===== src/rtl/icap_wb_fifo.sv =====
// icap_wb_fifo: Wishbone classic slave that buffers configuration words in a
// write FIFO and drains them into a Xilinx-style ICAP port. It also performs
// single-word ICAP readback with a busy timeout and exposes a control/status
// register at adr_i=1.
// Optional feature: define ICAP_BITSWAP_EN to reverse the bits within each byte
// on icap_i and when capturing icap_o.
module icap_wb_fifo #(
  parameter int DW         = 16,
  parameter int AW         = 4,
  parameter int RD_TIMEOUT = 255
) (
  input  logic          clk,
  input  logic          reset,
  input  logic          cyc_i,
  input  logic          stb_i,
  input  logic          we_i,
  input  logic          adr_i,
  input  logic [31:0]   dat_i,
  output logic [31:0]   dat_o,
  output logic          ack_o,
  output logic          icap_ce_n,
  output logic          icap_write_n,
  output logic [DW-1:0] icap_i,
  input  logic [DW-1:0] icap_o,
  input  logic          icap_busy,
  output logic          icap_clk_en
);

  localparam int DEPTH = 1 << AW;
  localparam int TW    = $clog2(RD_TIMEOUT + 2);
  localparam int PADW  = 28 - (AW + 1);

  typedef enum logic [2:0] {IDLE, WR, RD, RD_WAIT, RD_DONE} state_t;

  state_t          state_q, state_d;
  logic [DW-1:0]   mem_q [DEPTH];
  logic [AW-1:0]   wr_ptr_q, wr_ptr_d, rd_ptr_q, rd_ptr_d;
  logic [AW:0]     level_q, level_d;
  logic            timeout_q, timeout_d;
  logic            ack_q, ack_d;
  logic [31:0]     dat_o_q, dat_o_d;
  logic            ce_n_q, ce_n_d;
  logic            write_n_q, write_n_d;
  logic [DW-1:0]   icap_i_q, icap_i_d;
  logic [TW-1:0]   timer_q, timer_d;

  logic            req, data_wr_req, data_rd_req, ctl_wr, stat_rd;
  logic            push, pop, flush, full, empty;
  logic [31:0]     status;
  logic            unused_dat;

  // Reverse bits within each byte when the ICAP bit-order option is built in.
  function automatic logic [DW-1:0] bitswap(input logic [DW-1:0] w);
`ifdef ICAP_BITSWAP_EN
    logic [DW-1:0] r;
    for (int i = 0; i < DW; i++) r[i] = w[(i / 8) * 8 + 7 - (i % 8)];
    return r;
`else
    return w;
`endif
  endfunction

  // A new request is ignored during the ack cycle so one transaction acks once.
  assign req         = cyc_i & stb_i & ~ack_q;
  assign data_wr_req = req & we_i & ~adr_i;
  assign data_rd_req = req & ~we_i & ~adr_i;
  assign ctl_wr      = req & we_i & adr_i;
  assign stat_rd     = req & ~we_i & adr_i;
  assign flush       = ctl_wr & dat_i[0];
  assign full        = level_q[AW];
  assign empty       = (level_q == '0);
  assign status      = {timeout_q, full, empty, icap_busy, {PADW{1'b0}}, level_q};
  assign unused_dat  = ^dat_i;

  // Next-state logic for the drain/readback FSM, FIFO bookkeeping and bus replies.
  always_comb begin
    state_d   = state_q;
    wr_ptr_d  = wr_ptr_q;
    rd_ptr_d  = rd_ptr_q;
    level_d   = level_q;
    timeout_d = timeout_q;
    ack_d     = 1'b0;
    dat_o_d   = dat_o_q;
    ce_n_d    = ce_n_q;
    write_n_d = write_n_q;
    icap_i_d  = icap_i_q;
    timer_d   = timer_q;
    pop       = 1'b0;

    case (state_q)
      IDLE: begin
        ce_n_d    = 1'b1;
        write_n_d = 1'b1;
        if (!empty && !icap_busy && !flush) begin
          state_d   = WR;
          write_n_d = 1'b0;
        end else if (data_rd_req && empty) begin
          state_d = RD;
        end
      end
      WR: begin
        if (flush || empty) begin
          ce_n_d  = 1'b1;
          state_d = IDLE;
        end else if (!icap_busy) begin
          pop      = 1'b1;
          ce_n_d   = 1'b0;
          icap_i_d = bitswap(mem_q[rd_ptr_q]);
          rd_ptr_d = rd_ptr_q + AW'(1);
        end else begin
          ce_n_d = 1'b1;
        end
      end
      RD: begin
        if (!cyc_i) begin
          state_d = IDLE;
        end else begin
          ce_n_d  = 1'b0;
          timer_d = '0;
          state_d = RD_WAIT;
        end
      end
      RD_WAIT: begin
        ce_n_d = 1'b1;
        if (!cyc_i) begin
          state_d = IDLE;
        end else if (!icap_busy) begin
          dat_o_d = 32'(bitswap(icap_o));
          ack_d   = stb_i;
          state_d = RD_DONE;
        end else if (timer_q == TW'(RD_TIMEOUT)) begin
          dat_o_d   = 32'hDEAD_0000 | 32'(level_q);
          timeout_d = 1'b1;
          ack_d     = stb_i;
          state_d   = RD_DONE;
        end else begin
          timer_d = timer_q + TW'(1);
        end
      end
      RD_DONE: begin
        state_d = IDLE;
      end
      default: state_d = IDLE;
    endcase

    push = data_wr_req & (~full | pop);
    if (push) begin
      wr_ptr_d = wr_ptr_q + AW'(1);
      ack_d    = 1'b1;
    end
    if (push && !pop) level_d = level_q + (AW + 1)'(1);
    else if (pop && !push) level_d = level_q - (AW + 1)'(1);

    if (ctl_wr) begin
      ack_d = 1'b1;
      if (dat_i[1]) timeout_d = 1'b0;
    end
    if (flush) begin
      level_d  = '0;
      wr_ptr_d = '0;
      rd_ptr_d = '0;
    end
    if (stat_rd) begin
      ack_d   = 1'b1;
      dat_o_d = status;
    end
  end

  // FIFO storage; contents are only meaningful between the read and write pointers.
  always_ff @(posedge clk) begin
    if (push) mem_q[wr_ptr_q] <= dat_i[DW-1:0];
  end

  // State and registered outputs, cleared by the synchronous reset.
  always_ff @(posedge clk) begin
    if (reset) begin
      state_q   <= IDLE;
      wr_ptr_q  <= '0;
      rd_ptr_q  <= '0;
      level_q   <= '0;
      timeout_q <= 1'b0;
      ack_q     <= 1'b0;
      dat_o_q   <= '0;
      ce_n_q    <= 1'b1;
      write_n_q <= 1'b1;
      icap_i_q  <= '0;
      timer_q   <= '0;
    end else begin
      state_q   <= state_d;
      wr_ptr_q  <= wr_ptr_d;
      rd_ptr_q  <= rd_ptr_d;
      level_q   <= level_d;
      timeout_q <= timeout_d;
      ack_q     <= ack_d;
      dat_o_q   <= dat_o_d;
      ce_n_q    <= ce_n_d;
      write_n_q <= write_n_d;
      icap_i_q  <= icap_i_d;
      timer_q   <= timer_d;
    end
  end

  assign ack_o        = ack_q & cyc_i & stb_i;
  assign dat_o        = dat_o_q;
  assign icap_ce_n    = ce_n_q;
  assign icap_write_n = write_n_q;
  assign icap_i       = icap_i_q;
  assign icap_clk_en  = ~ce_n_q;

endmodule


===== config.mk =====
export PLATFORM = sky130hd
export DESIGN_NAME = icap_wb_fifo
export DESIGN_NICKNAME = d
export VERILOG_FILES = /design/src/rtl/icap_wb_fifo.sv
export SDC_FILE = /design/constraint.sdc
export NUM_CORES = 1
export LEC_CHECK = 0
export CORE_MARGIN = 3
export CORE_UTILIZATION = 55
export DETAILED_ROUTE_END_ITERATION = 12
export GPL_TIMING_DRIVEN = 0
export HOLD_SLACK_MARGIN = 0.06
export MAX_ROUTING_LAYER = met4
export PLACE_DENSITY = 0.76
export SYNTH_ARGS = -nofsm -noshare
export SYNTH_HDL_FRONTEND = slang
export SYNTH_SLANG_ARGS = --single-unit

===== constraint.sdc =====
create_clock -name clk -period 6.5 [get_ports clk]
set_input_delay 1.95 -clock clk [delete_from_list [all_inputs] [get_ports clk]]
set_output_delay 1.95 -clock clk [all_outputs]
set_load 0.02 [all_outputs]

==> summary.md <==
| Metric | Value |
|---|---|
| Vias in the first global route | 7628 |
| DP Worst Slack | between 1 and 1.5 ns |
| CTS tree | yes |
| Number of flops mapped to enable cells by yosys | 256 |
| Area contributors post-synth | edfxtp_1, mux4_2, dfxtp_1 |
| Pin count of the biggest net entering global routing | 18 |
| CP Data Arrival Time | around 3.3 ns |
| Slowest-stage cell, CP | clkdlybuf4s50_1 |
| Post-route ant nets | 0 |
| Mapped cell area | 12700 µm² |
| First-pass GRT wire length | ~44 mm |
| Min-delay worst type | flip-flop to flip-flop |
| Row count | 54 |
| Minimum clock period | 5.26 ns |
| Ant. Diodes | 0 |
| Fillcell total | approximately 1400 |
| Share of the synthesized area in the top cell type | 60.5% |
| Crit path cell chain | clkdlybuf4s50_1 > and3_1 > clkdlybuf4s50_1 |
| Initial Util | 57.0% |
| Ys flop type | edfxtp_1 |
| Crit end category | primary output |
| Mean number of vias per cell | 6.18 |
| Switch share | 20.1% |
| #FFs+latches synth | between 300 and 400 |
| Clk buf depth | 3 |
| Detailed Place HPWL | 19.3 mm |
| GRT overflow | 0 |
| Clock share of power | 42.2% |
| Via count | 7344 |
| Sw Pwr | 820 µW |
| Buf/Inv on CP | 2 |
| Routed WL | 28.5 mm |
| # setup viols final | 0 |
| Crit path max-delay family | buffers and inverters |
| Initial drt markers | ~740 |
| TritonCTS Buffers | 31 |
| Clk Latency, worst-skew pair | 0.56 ns |
| Leak | approximately 4.9 nW |
| RSZ-0062 raised after global routing | false |
| Total power | 4.09 mW |
| Die area | 25000 µm² |
| CTS resizes | 0 |
| Core footprint | ~22000 µm² |
| Drt drc | 0 |
| Nets | 950 |
| Pint | 3.27 mW |
| GPL Wtd Cong | 0.859 |
| Die H | ~160 µm |
| Gate power share | 3.2% |
| WHS | 0.466 ns |
| Gr usage total | 24.2% |
| Sequential Power Share | 54.7% |
| Register area | ~9000 µm² |
| Die Width | 158 µm |
| Status | complete, no violations |
| IO buf count | 86 |
| Critical-path maximum fanout | 6 |
| Rel. slew slack | 40.2% |
| Tcrit/Tclk final | roughly four fifths |
| CTS H-tree depth | 1 |
| Max Freq | 190 MHz |
| Worst VDD drop | roughly 0.00022 V |
| Crit-path most repeated cell | clkdlybuf4s50_1 |
| Drt first pass iters | 5 |
| Req. time, crit path | 4.55 ns |
| Hold buffer count at CTS | 0 |
| Pwr Density | 269 nW/µm² |
| Final Hold Viols | 0 |
| Critical Path Start Type | input pin |
| Postcts setup bufs | 0 |
| Largest area contributor in the netlist | edfxtp_1 |
| Post-synthesis instance total | 745 |
| Worst-margin pin slew | 0.897 ns |
| Sequential area share after synthesis | 70.9% |
| Average size of a mapped cell | 17.1 µm² |
| Clock sinks | around 320 |
| Fraction of layout cells with a size suffix above 1 | 19.7% |
| DR WL/cell | 24.0 µm |
| Initial antenna violation count | 0 |
| # IOs | 107 |
| Max-slew violation count | 0 |
| Final core occ | 68.2% |
| Area of the multi-input gates | 3460 µm² |
| Fin worst setup slack | 1.24 ns |
| Synth async-reset ratio | 0% |
| Synth cell types | 50 |
| Slowest stage delay, CP | 0.60 ns |
| Skew final | 0.0177 ns |
| Area Overhead vs Synth | 19.7% |
| Synth Warn # | 0 |
| Clk pin slew, worst setup/hold paths | 0.06 ns |
| Setup TNS Final | 0 ns |
| Crit Path Class | input pin to primary output |
| Max cap viols | 0 |
| CTS Root Buffer Type | clkbuf_16 |
worst register-to-register path, delay by kind of cell, from the launching register on:
kind	cells	cell delay (ns)
AOI/OAI and AO/OA	4	0.89
xor gates and xnor gates	1	0.09
DFF	1	0.32
adders and majority gates	2	0.59
and+or+nand+nor	3	0.90
buffers and inverters	2	0.43
layer usage:
layer | vias up | wire [µm] | global-route usage [%]
met5 | - | 0 | -
met4 | 0 | 769 | 7.21
met3 | 74 | 2300 | 3.85
met2 | 367 | 14300 | 39.2
met1 | 3687 | 11200 | 32.4
li1 | 3216 | - | -
path summary, 6_finish.rpt:
| check | slack, ns | cells after the start | start | to |
|---|---|---|---|---|
| worst max-delay path | 1.24 | 3 | cyc_i | ack_o |
| worst min-delay path | 0.47 | 2 | dat_o[28] | dat_o[28] |
| worst max register to register | 3.21 | 12 | ack_q | level_q[4] |
| worst min register to register | 0.47 | 2 | dat_o[28] | dat_o[28] |
registers in the layout (all words and copies together) (netlist names):
signal / cells
ack_q: 1
timeout_q: 1
rd_ptr_q: 4
icap_write_n: 1
state_q: 3
icap_i: 16
level_q: 5
dat_o: 21
mem_q: 256
timer_q: 9
wr_ptr_q: 4
icap_ce_n: 1
final cells by class:
class | count | share of cell area, %
Buffer | 49 | 1.73
Clock buffer | 42 | 5.76
Inverter | 10 | 0.247
Multi-Input combinational cell | 367 | 22.8
Sequential cell | 322 | 59.2
Clock inverter | 16 | 0.798
Timing Repair Buffer | 102 | 7.19
Tap cell | 280 | 2.30
layout by cell type (no fill, tap or decap), types with 12 or more instances in the layout:
cell type | Yosys | routed
clkdlybuf4s50_1 | 0 | 86
nand2_1 | 22 | 22
edfxtp_1 | 256 | 256
a22o_1 | 16 | 16
nor2_1 | 52 | 40
clkbuf_16 | 0 | 31
buf_4 | 16 | 17
a211oi_1 | 23 | 23
buf_8 | 0 | 15
mux2i_1 | 23 | 23
clkbuf_1 | 17 | 22
nor2_2 | 0 | 12
nor2b_1 | 21 | 21
dfxtp_1 | 66 | 66
a21oi_1 | 34 | 34
mux4_2 | 64 | 64
cell usage after synthesis, types with 5 or more instances:
cell	number
nor3_1	15
xor2_1	6
a211oi_1	23
or3_1	5
a22o_1	16
a21oi_1	34
nor2_1	52
nor2b_1	21
a22oi_1	11
mux4_2	64
edfxtp_1	256
buf_2	8
buf_4	16
clkbuf_1	17
dfxtp_1	66
mux2i_1	23
o21ai_0	7
inv_1	9
xnor2_1	6
ha_1	11
nand3_1	8
buf_1	6
nand2_1	22
power by group through the flow:
| stage | clock network, mW | registers (mW) | logic [mW] |
|---|---|---|---|
| finish | 1.72 | 2.23 | 0.130 |
| global route | 1.84 | 2.23 | 0.141 |
| CTS | 1.75 | 2.23 | 0.129 |
| detailed placement | 0 | 2.28 | 0.128 |
| global placement | 0 | 2.28 | 0.119 |
| floorplan | 0 | 2.28 | 0.0558 |
through the flow:
| step | cell area, µm² | instances |
|---|---|---|
| after floorplan | 12700 | 748 |
| after global placement | 13900 | 1114 |
| after detailed placement | 14200 | 1130 |
| after CTS | 15200 | 1188 |
| after global routing | 15200 | 1188 |
| final | 15200 | 1188 |
cell families after synthesis:
group	after synthesis	synth area share [%]
compound gates	104	5.59
simple gates	148	5.94
other cells	1	0.0295
xor+xnor	12	0.827
flops	322	70.9
fa+ha+maj	12	1.24
mux	87	13.1
buf+inv	59	2.36
(Power assumes the default switching activity.)
